`config.mk`:
```
export PLATFORM = sky130hd
export DESIGN_NAME = census_disp_window
export DESIGN_NICKNAME = d
export VERILOG_FILES = /design/src/rtl/census_disp_window.sv
export SDC_FILE = /design/constraint.sdc
export NUM_CORES = 2
export LEC_CHECK = 0
export CORE_AREA = 2 2 339 341
export DETAILED_ROUTE_END_ITERATION = 10
export DIE_AREA = 0 0 341 343
export GPL_TIMING_DRIVEN = 0
export MAX_ROUTING_LAYER = met4
export REMOVE_ABC_BUFFERS = 1
export SYNTH_ARGS = -nofsm -noshare
export SYNTH_HDL_FRONTEND = slang
export SYNTH_SLANG_ARGS = --single-unit
```
`constraint.sdc`:
```
create_clock -name clk -period 1.8 [get_ports clk]
set_input_delay 0.27 -clock clk [delete_from_list [all_inputs] [get_ports clk]]
set_output_delay 0.27 -clock clk [all_outputs]
set_load 0.02 [all_outputs]
```
`src/rtl/census_disp_window.sv`:
```
// Disparity search window builder: shifts right census vectors per row and
// presents them alongside the left vector, raster position and edge flag.
module census_disp_window #(
    parameter int censusVecW = 24,
    parameter int dispLevel  = 32,
    parameter int ImageW     = 640,
    parameter int ImageH     = 480
) (
    input  logic                              clk,
    input  logic                              rst,
    input  logic                              en,
    input  logic                              in_valid,
    input  logic [censusVecW-1:0]             censusL,
    input  logic [censusVecW-1:0]             censusR,
    output logic [censusVecW*dispLevel-1:0]   LineData,
    output logic [censusVecW-1:0]             PixData,
    output logic                              IsOnEdge,
    output logic                              out_valid,
    output logic [$clog2(ImageW)-1:0]         col,
    output logic [$clog2(ImageH)-1:0]         row,
    output logic                              frame_end
);

    localparam int CW = $clog2(ImageW);
    localparam int RW = $clog2(ImageH);
    localparam logic [CW-1:0] EDGE_COL = CW'(dispLevel - 1);
    localparam logic [CW-1:0] LAST_COL = CW'(ImageW - 1);
    localparam logic [RW-1:0] LAST_ROW = RW'(ImageH - 1);

    logic [dispLevel-1:0][censusVecW-1:0] win;
    logic [CW-1:0] next_col;
    logic [RW-1:0] next_row;
    logic          last_col;
    logic          last_row;
    logic          row_start;

    assign last_col  = (next_col == LAST_COL);
    assign last_row  = (next_row == LAST_ROW);
    assign row_start = (next_col == '0);
    assign LineData  = win;

    always_ff @(posedge clk) begin
        if (rst) begin
            win       <= '0;
            PixData   <= '0;
            out_valid <= 1'b0;
            IsOnEdge  <= 1'b1;
            col       <= '0;
            row       <= '0;
            frame_end <= 1'b0;
            next_col  <= '0;
            next_row  <= '0;
        end else if (en) begin
            if (in_valid) begin
                // A new row starts with an empty window so no data leaks across rows
                if (row_start)
                    win <= {{((dispLevel - 1) * censusVecW){1'b0}}, censusR};
                else
                    win <= {win[dispLevel-2:0], censusR};
                PixData   <= censusL;
                IsOnEdge  <= (next_col < EDGE_COL) || (next_row == '0);
                col       <= next_col;
                row       <= next_row;
                out_valid <= 1'b1;
                frame_end <= last_col && last_row;
                if (last_col) begin
                    next_col <= '0;
                    next_row <= last_row ? '0 : next_row + 1'b1;
                end else begin
                    next_col <= next_col + 1'b1;
                end
            end else begin
                out_valid <= 1'b0;
                frame_end <= 1'b0;
            end
        end
    end

endmodule
```
; ---- After elaboration in Yosys (flattened, before gate mapping)
; Cells that the tools add are included.
[totals]
register_bits = 833
in_bits = 52
word_cells = 56
[op_classes]
n_addsub = 2
order_cmp = 1
eq_ne = 2
n_mux = 5
reduce_logical = 6
[op_table]
columns = cell, n
row1 = 768-bit two-way mux, 1
row2 = "10-bit by 1-bit adder with 10-bit output, second input constant", 1
row3 = "10-bit equality test, second input constant", 1
row4 = 10-bit logical NOT, 1
row5 = "10-bit by 5-bit less-than comparator with 1-bit output, second input constant", 1
row6 = 10-bit two-way mux, 1
row7 = "9-bit by 1-bit adder with 9-bit output, second input constant", 1
row8 = "9-bit equality test, second input constant", 1
row9 = 9-bit logical NOT, 1
row10 = 9-bit two-way mux, 1
row11 = 3-bit AND reduction, 1
row12 = 1-bit two-way mux, 2
row13 = 2-bit AND reduction, 1
row14 = 1-bit logical AND, 1
row15 = 1-bit logical OR, 1

; ---- Longest topological paths before layout
[depth]
word_depth = 3
ltp_mapped = 9
ltp_nobuf = 6

; ---- Worst setup path before layout
; OpenSTA, ideal clock, no wires.
[synth_timing]
path_type = reg-to-reg
from = register next_col[0]
to = register win, in the netlist LineData[100]
setup_time_ns = 0.065
arrival_ns = 1.703
t_required_ns = 1.735
slack_ns = 0.032
path_stages_with_launch = 10
synth_period_minus_slack_ns = 1.768
cell_sequence = dfxtp_1 > inv_1 > ha_1 > nor4b_2 > a31oi_2 > buf_2 > buf_2 > buf_4 > a22oi_1 > nor2_1
[synth_between]
elab_chain_len = 2
[synth_lines]
columns = element, line
row1 = start: declaration, 31  ; logic [CW-1:0] next_col;
row2 = start signal: assignment, 70  ; next_col <= next_col + 1'b1;
row3 = 10-bit logical NOT, 39  ; assign row_start = (next_col == '0);
row4 = 768-bit two-way mux, 56  ; if (row_start)
row5 = end signal: assignment, 57  ; win <= {{((dispLevel - 1) * censusVecW){1'b0}}, censusR};
row6 = end signal: assignment, 59  ; win <= {win[dispLevel-2:0], censusR};
row7 = end: declaration, 30  ; logic [dispLevel-1:0][censusVecW-1:0] win;
; No other way between the ends.
; A chain may end at the register's enable or synchronous reset.

; ---- Worst setup path in the final report
[layout_timing]
from = register next_col[1]
to = register win, in the netlist LineData[65]
; The elaborated chain is that of the path after synthesis.

==> summary.md <==
| Metric | Value |
|---|---|
| Status | complete, but fails checks |
| Violated checks | negative hold slack, negative setup slack |
| Drt wl/cell | a little over 20 um |
| Max_slew headroom | between 40% and 50% |
| Pins Over Slew Limit | 0 |
| Mapped Cells | around 2900 |
| Mean Syn Cell Area | 9.553 um2 |
| Top post-synthesis cells by area | dfxtp_1, a22oi_1, nor2_1, clkbuf_1, nand2_1 |
| DRT antenna net count | 0 |
| Hold Crit Class | input port to register |
| Reg clk slew, reported paths | 60 ps |
| CTS tree | yes |
| Max FO, Critical Path | 11 |
| CP required | around 2300 ps |
| Initial Util | 24.48% |
| Final Cell Area | 0.04545 mm2 |
| Mux cell area share after synthesis | 0% |
| Largest family of logic cells by synthesized area | compound AO/OA/AOI/OAI gates |
| I/O Pins | 866 |
| Die Span Y | about 340 um |
| CP endpoint kind | register |
| Worst Setup Start Kind | register |
| EDFF count, synth | 0 |
| Post-detail-place hpwl | about 67000 um |
| Dominant cell type by area after synthesis | dfxtp_1 |
| Hold_ws | -0.2368 ps |
| CTS buffer count | 93 |
| Period utilisation layout | 136.0% |
| Clock root buffer | clkbuf_16 |
| Chip width | ~340 um |
| Layout cells sized above 1 | 17.87% |
| # DRC | 0 |
| Power Density | 865.6 mW/mm2 |
| Share of the synthesized area in compound gates (AO/OA/AOI/OAI) | between 20% and 30% |
| H-tree depth | 3 |
| Final GP Congestion | 0.8294 |
| GRT Total Usage | 17.24% |
| Worst Setup Slack, final | -648.0 ps |
| Drt initial violations | 1916 |
| Vias in the first global route | 23143 |
| Pre-antenna DRT Iters | 6 |
| Achievable Freq | 408.5 MHz |
| Area growth syn-to-layout | 63.71% |
| Largest net degree at the start of global routing | 154 |
| Seq/Total Area, Yosys | 60.07% |
| Synthesized area | 0.02776 mm2 |
| Xor and xnor area share after synthesis | 0.3155% |
| Yosys synthesis warning count | 0 |
| Commonest cells after routing, fill and taps aside | clkdlybuf4s50_1, dfxtp_1, nor2_1 |
| CP Data Arrival Time | 2980 ps |
| Unrepaired setup endpoints after global routing | true |
| Critical path class | register to register |
| Top_reg_cell synth | dfxtp_1 |
| Post-synth cell types | 36 |
| Asr flop ratio synth | 0% |
| Worst-margin pin slew | ~860 ps |
| # setup viols final | 1507 |
| Clk sinks | 833 |
| Clk_skew | 28.49 ps |
| Placed Instance Area | between 0.03 and 0.04 mm2 |
| VDD IR max | 0.0007105 V |
| Core Footprint | around 0.11 mm2 |
| Wirelength, routed | 109500 um |
| I/O Buffers | 865 |
| Initial antenna violation count | 1 |
| First-pass GRT wire length | 151500 um |
| Max Root-Sink Buffers | 3 |
| Maxcap violations | 0 |
| Overflow after GRT | 0 |
| Commonest non-fill, non-tap cell in the layout | clkdlybuf4s50_1 |
| Post-layout util | 40.07% |
| Simple-gate area share of the yosys netlist | roughly an eighth |
| NumNets Final | 3812 |
| Worst-skew pair later-pin latency | roughly 670 ps |
| Min cycle time layout | 2448 ps |
| Final Hold Viols | 1 |
| Num rows | about 120 |
| Die area | 0.1170 mm2 |
| Adder and majority cell fraction of the synthesized area | 0.1803% |
| Leak pwr | 0.01525 uW |
| Routed via count | 25625 |
| Top cell type's share of synthesized area | 60.07% |
| DR vias/cell | 4.802 |
| Seq cells post-synth | 833 |
[stage by stage]
| stage | total power [uW] | setup WS, ps | TNS (ps) | hold slack [ps] | std cells |
|---|---|---|---|---|---|
| finish | 39340 | -648.0 | -384390 | -0.2368 | 5336 |
| global placement | 19910 | -168710 | - | 442.2 | 5004 |
| floorplan | 19430 | -70480 | - | 339.1 | 2627 |
| detailed placement | 20320 | -3099 | -1572180 | 446.6 | 5043 |
| CTS | 39570 | -575.9 | -408580 | 66.96 | 5290 |
| global route | 40640 | -724.8 | -504920 | 20.84 | 5335 |
[layout make-up]
cell class	count	area, um2
clock buffers	137	2644
clock inverters	25	317.8
well taps	1512	1892
flip-flops and latches	833	16690
repair buffers	1031	12130
multi-input cells	1791	11750
diodes	1	2.502
fillers	10893	67970
inverters	6	22.52
[flip-flops by register name, summed over array words and instances, names as in the netlist]
name	flops
col	10
LineData	768
next_row	9
IsOnEdge	1
out_valid	1
PixData	24
frame_end	1
next_col	10
row	9
[per-layer routing]
layer  up-vias  GRT usage [%]  wire, um
met5         -              -         0
met4         0          8.177      4753
met3       223          3.962      7919
met2       893          27.26     51820
met1     12463          20.75     44960
li1      12046              -         -
[critical path, stage by stage, from the launching register on]
cell,delay [ps]
dfxtp_2,320
inv_2,60
ha_4,120
nor4b_4,260
a31oi_4,160
buf_12,170
buf_16,130
buf_16,120
buf_16,120
buf_4,140
buf_16,160
buf_2,190
buf_4,150
a22oi_1,160
nor2_1,60
[where the power goes]
group / leakage (uW) / total [uW] / switching [uW] / internal [uW]
clock: 0.00145 / 18800 / 7750 / 11000
sequential: 0.00672 / 18500 / 39.2 / 18500
combinational: 0.00709 / 2050 / 1270 / 784
[final timing paths]
path / startpoint / to / slack (ps) / cells after the start
worst max-delay path: next_col[1] / LineData[65] / -650 / 14
worst min-delay path: rst / LineData[118] / -0.2 / 2
worst max register to register: next_col[1] / LineData[65] / -650 / 14
worst min register to register: col[9] / col[9] / 450 / 2
[logic make-up (layout without fill, tap and decap cells)]
logic type | count (synthesis) | count (layout)
compound gates | 832 | 833
xor+xnor | 10 | 10
other cells | 0 | 1
buf+inv | 285 | 1199
simple gates | 942 | 944
flops | 833 | 833
fa+ha+maj | 4 | 4
[synthesized netlist by cell type, drive strengths merged (4+ instances only)]
| library cell | count |
|---|---|
| a21oi | 78 |
| a22oi | 744 |
| and3 | 5 |
| and4 | 4 |
| buf | 104 |
| clkbuf | 175 |
| dfxtp | 833 |
| ha | 4 |
| inv | 6 |
| nand2 | 147 |
| nand3 | 8 |
| nand4 | 6 |
| nor2 | 753 |
| nor3 | 8 |
| o21ai | 4 |
| xnor2 | 4 |
| xor2 | 6 |
[what timing repair did]
item                                    in CTS  in global routing
cloned                                      42                 25
pin swaps                                    5                 11
endpoints found under the setup margin    1583               1557
hold endpoints to repair                     0                  0
gates resized for setup                    308                186
setup buffers                               44                 22
hold buffers                                 0                  0
Note: power is estimated with default switching activity, not from simulation.
